### config.mk
export PLATFORM = sky130hd
export DESIGN_NAME = uart_rx_flat
export DESIGN_NICKNAME = d
export VERILOG_FILES = /design/src/rtl/uart_pkg.sv /design/src/rtl/uart_rx_if.sv /design/src/rtl/uart_sync.sv /design/src/rtl/uart_rx.sv /design/src/flat_wrapper.sv
export SDC_FILE = /design/constraint.sdc
export NUM_CORES = 1
export LEC_CHECK = 0
export ABC_AREA = 1
export CORE_MARGIN = 1
export CORE_UTILIZATION = 45
export CTS_CLUSTER_SIZE = 12
export DETAILED_ROUTE_END_ITERATION = 12
export GPL_TIMING_DRIVEN = 0
export PLACE_DENSITY_LB_ADDON = 0.25
export SLEW_MARGIN = 20
export SYNTH_ARGS = -nofsm -noshare
export SYNTH_HDL_FRONTEND = slang
export SYNTH_SLANG_ARGS = --single-unit
export TNS_END_PERCENT = 1
### constraint.sdc
create_clock -name uclk -period 1.54 [get_ports uclk]
set_input_delay 0.308 -clock uclk [delete_from_list [all_inputs] [get_ports uclk]]
set_output_delay 0.308 -clock uclk [all_outputs]
set_load 0.02 [all_outputs]
### src/rtl/uart_pkg.sv
// Shared definitions for the mylib/uart transmitter and receiver.
// Line format is fixed 8N1; clock and baud defaults match the reference board.
package uart_pkg;

  localparam int unsigned FRE_DEF  = 50_000_000;
  localparam int unsigned BAUD_DEF = 115_200;
  localparam int unsigned DATA_W   = 8;

  typedef enum logic [5:0] {
    StIdle  = 6'b000001,
    StStart = 6'b000010,
    StData  = 6'b000100,
    StStop  = 6'b001000,
    StDone  = 6'b010000,
    StErr   = 6'b100000
  } uart_state_e;

  function automatic int unsigned clks_per_bit(input int unsigned fre, input int unsigned baud);
    return fre / baud;
  endfunction

endpackage

### src/rtl/uart_rx_if.sv
// Receive-side bundle: serial line in, byte/valid/error/busy out.
// The receiver takes the master view; the byte consumer (and the line driver) the slave view.
interface uart_rx_if;
  import uart_pkg::*;

  logic              rxd;
  logic [DATA_W-1:0] rx_data;
  logic              rx_valid;
  logic              rx_err;
  logic              rx_busy;

  modport master (
    input  rxd,
    output rx_data,
    output rx_valid,
    output rx_err,
    output rx_busy
  );

  modport slave (
    output rxd,
    input  rx_data,
    input  rx_valid,
    input  rx_err,
    input  rx_busy
  );

endinterface

### src/rtl/uart_sync.sv
// Multi-flop synchroniser for an idle-high asynchronous pin, plus a falling-edge pulse.
// Flops reset to 1 so a reset never manufactures an edge on an idle line.
module uart_sync #(
  parameter int unsigned STAGES = 2
) (
  input  logic uclk,
  input  logic rst,
  input  logic din,
  output logic dout,
  output logic fall_pulse
);

  // STAGES synchroniser flops followed by one history flop for edge detection
  logic [STAGES:0] sync_q;

  always_ff @(posedge uclk or posedge rst) begin
    if (rst) begin
      sync_q <= '1;
    end else begin
      sync_q <= {sync_q[STAGES-1:0], din};
    end
  end

  assign dout       = sync_q[STAGES-1];
  assign fall_pulse = ~sync_q[STAGES-1] & sync_q[STAGES];

endmodule

### src/rtl/uart_rx.sv
// 8N1 UART receiver: verifies the start bit at mid-period, samples each bit mid-period and
// reports the byte with a one-cycle valid pulse, or a one-cycle framing-error pulse.
module uart_rx
  import uart_pkg::*;
#(
  parameter int unsigned FRE  = FRE_DEF,
  parameter int unsigned BAUD = BAUD_DEF
) (
  input logic       uclk,
  input logic       rst,
  uart_rx_if.master bus
);

  localparam int unsigned BPS_CNT  = clks_per_bit(FRE, BAUD);
  localparam int unsigned HALF_CNT = BPS_CNT / 2;

  localparam logic [15:0] BPS_LAST  = 16'(BPS_CNT - 1);
  localparam logic [15:0] HALF_LAST = 16'(HALF_CNT - 1);
  localparam logic [3:0]  LAST_BIT  = 4'(DATA_W - 1);

  uart_state_e       state_q, state_d;
  logic [15:0]       clk_cnt_q, clk_cnt_d;
  logic [3:0]        data_cnt_q, data_cnt_d;
  logic [DATA_W-1:0] shift_q, shift_d;
  logic [DATA_W-1:0] rx_data_q, rx_data_d;

  logic rxd_s;
  logic fall_pulse;

  uart_sync #(
    .STAGES (2)
  ) u_sync (
    .uclk       (uclk),
    .rst        (rst),
    .din        (bus.rxd),
    .dout       (rxd_s),
    .fall_pulse (fall_pulse)
  );

  always_ff @(posedge uclk or posedge rst) begin
    if (rst) begin
      state_q    <= StIdle;
      clk_cnt_q  <= '0;
      data_cnt_q <= '0;
      shift_q    <= '0;
      rx_data_q  <= '0;
    end else begin
      state_q    <= state_d;
      clk_cnt_q  <= clk_cnt_d;
      data_cnt_q <= data_cnt_d;
      shift_q    <= shift_d;
      rx_data_q  <= rx_data_d;
    end
  end

  always_comb begin
    state_d    = state_q;
    clk_cnt_d  = clk_cnt_q + 16'd1;
    data_cnt_d = data_cnt_q;
    shift_d    = shift_q;
    rx_data_d  = rx_data_q;

    unique case (state_q)
      StIdle: begin
        clk_cnt_d  = '0;
        data_cnt_d = '0;
        if (fall_pulse) begin
          state_d = StStart;
        end
      end

      StStart: begin
        if (clk_cnt_q == HALF_LAST) begin
          clk_cnt_d = '0;
          // line back high at mid-start means a glitch: drop it silently
          state_d   = rxd_s ? StIdle : StData;
        end
      end

      StData: begin
        if (clk_cnt_q == BPS_LAST) begin
          clk_cnt_d = '0;
          shift_d   = {rxd_s, shift_q[DATA_W-1:1]};
          if (data_cnt_q == LAST_BIT) begin
            data_cnt_d = '0;
            state_d    = StStop;
          end else begin
            data_cnt_d = data_cnt_q + 4'd1;
          end
        end
      end

      StStop: begin
        if (clk_cnt_q == BPS_LAST) begin
          clk_cnt_d = '0;
          if (rxd_s) begin
            // load here so rx_data changes in the same cycle rx_valid is decoded from StDone
            rx_data_d = shift_q;
            state_d   = StDone;
          end else begin
            state_d = StErr;
          end
        end
      end

      StDone: begin
        clk_cnt_d = '0;
        state_d   = StIdle;
      end

      StErr: begin
        // clk_cnt == 0 marks the first ERR cycle; pinning it at 1 keeps rx_err single-shot
        clk_cnt_d = 16'd1;
        if (rxd_s) begin
          clk_cnt_d = '0;
          state_d   = StIdle;
        end
      end

      default: begin
        state_d    = StIdle;
        clk_cnt_d  = '0;
        data_cnt_d = '0;
      end
    endcase
  end

  assign bus.rx_data  = rx_data_q;
  assign bus.rx_valid = (state_q == StDone);
  assign bus.rx_err   = (state_q == StErr) && (clk_cnt_q == 16'd0);
  assign bus.rx_busy  = (state_q != StIdle);

  a_valid_pulse : assert property (@(posedge uclk) disable iff (rst)
    bus.rx_valid |=> !bus.rx_valid);

  a_err_pulse : assert property (@(posedge uclk) disable iff (rst)
    bus.rx_err |=> !bus.rx_err);

  a_exclusive : assert property (@(posedge uclk) disable iff (rst)
    !(bus.rx_valid && bus.rx_err));

  c_valid : cover property (@(posedge uclk) disable iff (rst) bus.rx_valid);
  c_err   : cover property (@(posedge uclk) disable iff (rst) bus.rx_err);
  c_both_seen : cover property (@(posedge uclk) disable iff (rst)
    bus.rx_err ##[1:$] bus.rx_valid);

endmodule
### src/flat_wrapper.sv
// flat-port wrapper written by rule: the top's interface ports become plain ports
module uart_rx_flat import uart_pkg::*;
#(
  parameter int unsigned FRE  = FRE_DEF,
  parameter int unsigned BAUD = BAUD_DEF
)
  (uclk, rst, bus_rxd, bus_rx_data, bus_rx_valid, bus_rx_err, bus_rx_busy);
  uart_rx_if bus_i ();
  input logic uclk;
  input logic rst;
  input wire logic [$bits(bus_i.rxd)-1:0] bus_rxd;
  output wire logic [$bits(bus_i.rx_data)-1:0] bus_rx_data;
  output wire logic [$bits(bus_i.rx_valid)-1:0] bus_rx_valid;
  output wire logic [$bits(bus_i.rx_err)-1:0] bus_rx_err;
  output wire logic [$bits(bus_i.rx_busy)-1:0] bus_rx_busy;
  assign bus_i.rxd = bus_rxd;
  assign bus_rx_data = bus_i.rx_data;
  assign bus_rx_valid = bus_i.rx_valid;
  assign bus_rx_err = bus_i.rx_err;
  assign bus_rx_busy = bus_i.rx_busy;
  uart_rx #(.FRE(FRE), .BAUD(BAUD)) u_core (.uclk(uclk), .rst(rst), .bus(bus_i));
endmodule
Yosys cells after proc, flatten, opt, wreduce, memory -nomap -nowiden
Index checks and enable logic that the tools add are counted.
- register bits: 45
- bits of input ports: 3
- output and inout port bits: 11
- word-level logic and storage cells: 51
- $add $sub $neg: 2
- eq/ne operators: 16
- mux-type cells: 16
- bitwise operators: 3
- reduce and logical (&&, ||, !) cells: 8
- operators by type and width (cell ; number):
    $pmux W16 S3 ; 1
    $mux W6 ; 7
    $mux W16 ; 2
    $pmux W6 S5 ; 1
    $add A16 B1 Y16 const B ; 1
    $eq A16 B8 Y1 const B ; 1
    $eq A16 B9 Y1 const B ; 1
    $logic_not A16 Y1 ; 1
    $ne A2 B1 Y1 const B ; 5
    $mux W4 ; 2
    $pmux W4 S2 ; 1
    $eq A6 B1 Y1 const B ; 1
    $eq A6 B2 Y1 const B ; 1
    $eq A6 B3 Y1 const B ; 1
    $eq A6 B4 Y1 const B ; 1
    $eq A6 B5 Y1 const B ; 1
    $eq A6 B6 Y1 const B ; 1
    $ne A6 B1 Y1 const B ; 1
    $reduce_and A6 Y1 ; 1
    $add A4 B1 Y4 const B ; 1
    $eq A4 B3 Y1 const B ; 1
    $reduce_and A2 Y1 ; 2
    $reduce_or A4 Y1 ; 1
    $mux W3 ; 1
    other kinds (7) ; 8

Longest topological paths before layout
- depth after elaboration: 4
- mapped depth: 10
- depth with buffers taken out: 10

By module
From an unflattened synthesis, not the netlist that was laid out.
- cells, all modules: 280
- area total of the unflattened synthesis: 2441.1 um2
- by module, submodules not included (module ; instances ; cells an instance ; area each (um2) ; sequential area each (um2)):
    uart_rx ; 1 ; 274 ; 2348.5 ; 1052.3
    uart_sync ; 1 ; 6 ; 92.6 ; 78.8

Worst setup path before layout
No wires, ideal clock.
- path kind: reg-to-output
- start point: register u_core.clk_cnt_q[0]
- end point: output bus_rx_err
- arrival time: 1.402 ns
- required time: 1.232 ns
- slack: -0.170 ns
- cell stages (with the launch flop): 7
- path buffers: 0
- path through: dfrtp_1 -> inv_1 -> ha_1 -> nand2_1 -> nor4_1 -> nand2_1 -> nor3b_1
- cells in the longest elaborated chain, start to end: 2
- RTL lines (element ; RTL line ; source):
    start, declared ; uart_rx.sv:22 ; logic [15:0] clk_cnt_q, clk_cnt_d;
    start signal, assigned ; uart_rx.sv:49 ; clk_cnt_q <= clk_cnt_d;
    $logic_not A16 Y1 ; uart_rx.sv:130 ; assign bus.rx_err = (state_q == StErr) && (clk_cnt_q == 16'd0);
    $logic_and A1 B1 Y1 ; uart_rx.sv:130 ;
    end, declared ; flat_wrapper.sv:14 ; output wire logic [$bits(bus_i.rx_err)-1:0] bus_rx_err;
No other way between the ends.

Worst setup path after layout
Same ends and word-level chain as after synthesis.

==> summary.txt <==
Timing
  • Max_slew headroom: between 60% and 70%
  • Final Hold Viols: 0
  • Setup Skew: ~0.0055 ns
  • Minimum clock period: around 1.9 ns
  • Tightest Pin Transition: 0.458 ns
  • RSZ-0062 raised after global routing: true
  • Max Slew Vio Count: 0
  • Crit share post-route: 122%
  • Maximum clock frequency: 0.534 GHz
  • Setup ws final: -0.331 ns
  • Endpoints failing setup: 11

Clock network
  • Clock sinks: 45
  • CTS tree: yes
  • Clock root cell: clkbuf_8
  • Reg clk slew, reported paths: 0.08 ns
  • Clock buffers created by TritonCTS: 5
  • Worst-Skew Late Latency: between 0.2 and 0.3 ns
  • Post-CTS Hold Fix Bufs: 0
  • Clock buffer depth: 2
  • H-tree levels: 2

Global route
  • Global-route wire length before repair: between 7 and 8 mm
  • Tot GR Track Use: 18.6%
  • Initial antenna violation count: 0
  • Vias in the first global route: 1754
  • Grt total ovfl: 0
  • Largest net degree at the start of global routing: 27

Yosys
  • Netlist cell types: 28
  • Fraction of registers with async set/reset: 100%
  • Mapped Avg Cell Area: between 7 and 8 um2
  • Sequential area share after synthesis: between 40% and 50%
  • Post-synth EDFFs: 0
  • Cell Area, Synth: ~2300 um2
  • Syn nets: approximately 310
  • Post-synth top flop: dfrtp_1
  • Mapped Cells: between 300 and 400
  • Flops & latches, synth: between 40 and 50
  • Synth warnings: 0

Route
  • Via count: ~1900
  • DRC viols: 0
  • WL final: 4.42 mm
  • Vias/cell: approximately 4.7
  • Routed WL per cell: ~11 um
  • Antenna-violating nets left: 0
  • Drt initial violations: about 120
  • Drt pass-1 iters: 4

Critical path
  • Reg2reg path depth: 8
  • Crit Reg-Reg Endpoint: u_core.bus.rx_data[6]
  • Register-to-register setup slack: -0.04 ns
  • CP arrival: roughly 1.6 ns
  • Worst Path Max Fanout: 2
  • Worst reg2reg startpoint: u_core.clk_cnt_q[0]
  • Worst Path Class, Setup: reg2out
  • Required time of the critical path: 1.23 ns
  • Crit. End Element: output pin
  • Startpoint types: flop

Power
  • Peak VDD IR: 0.000525 V
  • Leakage power: approximately 1.4 nW
  • Power, Total: 2.97 mW
  • Power Dens Cells: between 1000 and 1500 nW/um2

Placed design
  • GP Congestion: approximately 0.87
  • IO buf count: 13
  • Detailed placement HPWL: ~3.2 mm

Final layout
  • P&R area growth vs syn: 17.3%
  • Nets@finish: between 300 and 400
  • Most frequent cells in the layout: nand2_1, nor2_1, dfrtp_1, inv_1, nand3_1
  • Commonest non-fill, non-tap cell in the layout: nand2_1
  • Layout cells sized above 1: roughly 15%
  • Antenna cells: 0
  • Share of the core filled with cells: 56.4%

Floorplan
  • Die Y-Extent: 74.2 um
  • Rows: 25
  • IO Pins: 14
  • Initial Util: 48.1%
  • Core area: slightly below 5000 um2
  • Die ar.: 5510 um2
  • Die Wd: around 74 um

Outcome
  • Status: finished with violations
  • Failing checks: negative setup slack

Flow run
  • Max_cap viols: 0

Min path
  • Worst hold path class: in2async
==> final cells by class <==
class	instances	area, um2
Clock buffer	6	72.6
Buffer	1	15.0
Clock inverter	2	15.0
Multi-Input combinational cell	228	1150
Timing Repair Buffer	16	153
Inverter	32	128
Sequential cell	45	1130
Tap cell	67	83.8
Fill cell	461	2130
==> Yosys cell counts, drive strengths merged, types with 2 or more instances <==
master  count  area share, %
nor3        6            1.5
nand3      11            2.3
ha          4            2.1
nand3b      2           0.64
xor2        9            3.4
o21ai       2           0.43
nor3b       3           0.96
nor2       57             11
dfstp       4            4.5
inv        31            5.0
nand4       6            1.6
dfrtp      41             44
o21bai      2           0.64
nand2     120             20
==> critical path: stages, from the launching register on <==
cell     delay [ns]
dfrtp_1        0.40
inv_1          0.06
ha_1           0.16
nand2_1        0.07
nor4_2         0.14
nand2_1        0.11
nor3b_2        0.16
buf_4          0.16
==> routing by layer <==
metal	vias up	share of wire [%]	wire [um]	track usage (%)
met5	-	0	0	0
met4	0	1.0	46	4.40
met3	7	3.0	131	4.34
met2	30	44	1970	28.5
met1	856	51	2280	27.0
li1	985	-	-	-
==> cells by family after synthesis <==
family / synth area share [%]
AOI/OAI and AO/OA: 1.81
buffers and inverters: 5.65
and+or+nand+nor: 38.5
xor gates and xnor gates: 3.73
DFF: 48.2
adders and majority gates: 2.13
==> where the power goes <==
part,internal (mW),switching (mW),leakage [nW]
logic,0.325,0.597,0.757
registers,1.26,0.0638,0.611
clock network,0.320,0.404,0.0374
==> sequential cells by signal, summed over array words and instances (netlist names) <==
register	count
u_core.state_q	6
u_core.shift_q	8
u_core.u_sync.sync_q	3
u_core.clk_cnt_q	16
u_core.bus.rx_data	8
u_core.data_cnt_q	4
==> worst max path at each step <==
stage / slack, ns / cells after the start / to / startpoint
2_1_floorplan: 0.006 / 6 / bus_rx_err / u_core.clk_cnt_q[0]
3_3_place_gp: -0.76 / 2 / u_core.data_cnt_q[2] / rst
3_5_place_dp: -0.59 / 7 / bus_rx_err / u_core.clk_cnt_q[0]
4_1_cts: -0.36 / 7 / bus_rx_err / u_core.clk_cnt_q[0]
5_1_grt: -0.46 / 7 / bus_rx_err / u_core.clk_cnt_q[1]
6_report: -0.33 / 7 / bus_rx_err / u_core.clk_cnt_q[0]
==> stage by stage <==
stage	worst slack [ns]	cells	setup TNS, ns	hold WS, ns	instance area (um2)
CTS	-0.359	397	-1.37	0.342	2730
finish	-0.331	397	-1.14	0.335	2750
detailed placement	-0.591	387	-2.96	0.348	2590
floorplan	0.00579	306	0	0.312	2350
global route	-0.459	397	-4.62	0.364	2750
global placement	-0.757	386	-35.42	0.348	2570
==> timing repair <==
item,4_1_cts,5_1_grt
endpoints found under the setup margin,40,40
pin swaps,5,0
cloned,0,0
resized for setup,31,7
hold endpoints to repair,0,0
buffers inserted,2,0
Note: power is estimated with default switching activity, not from simulation.
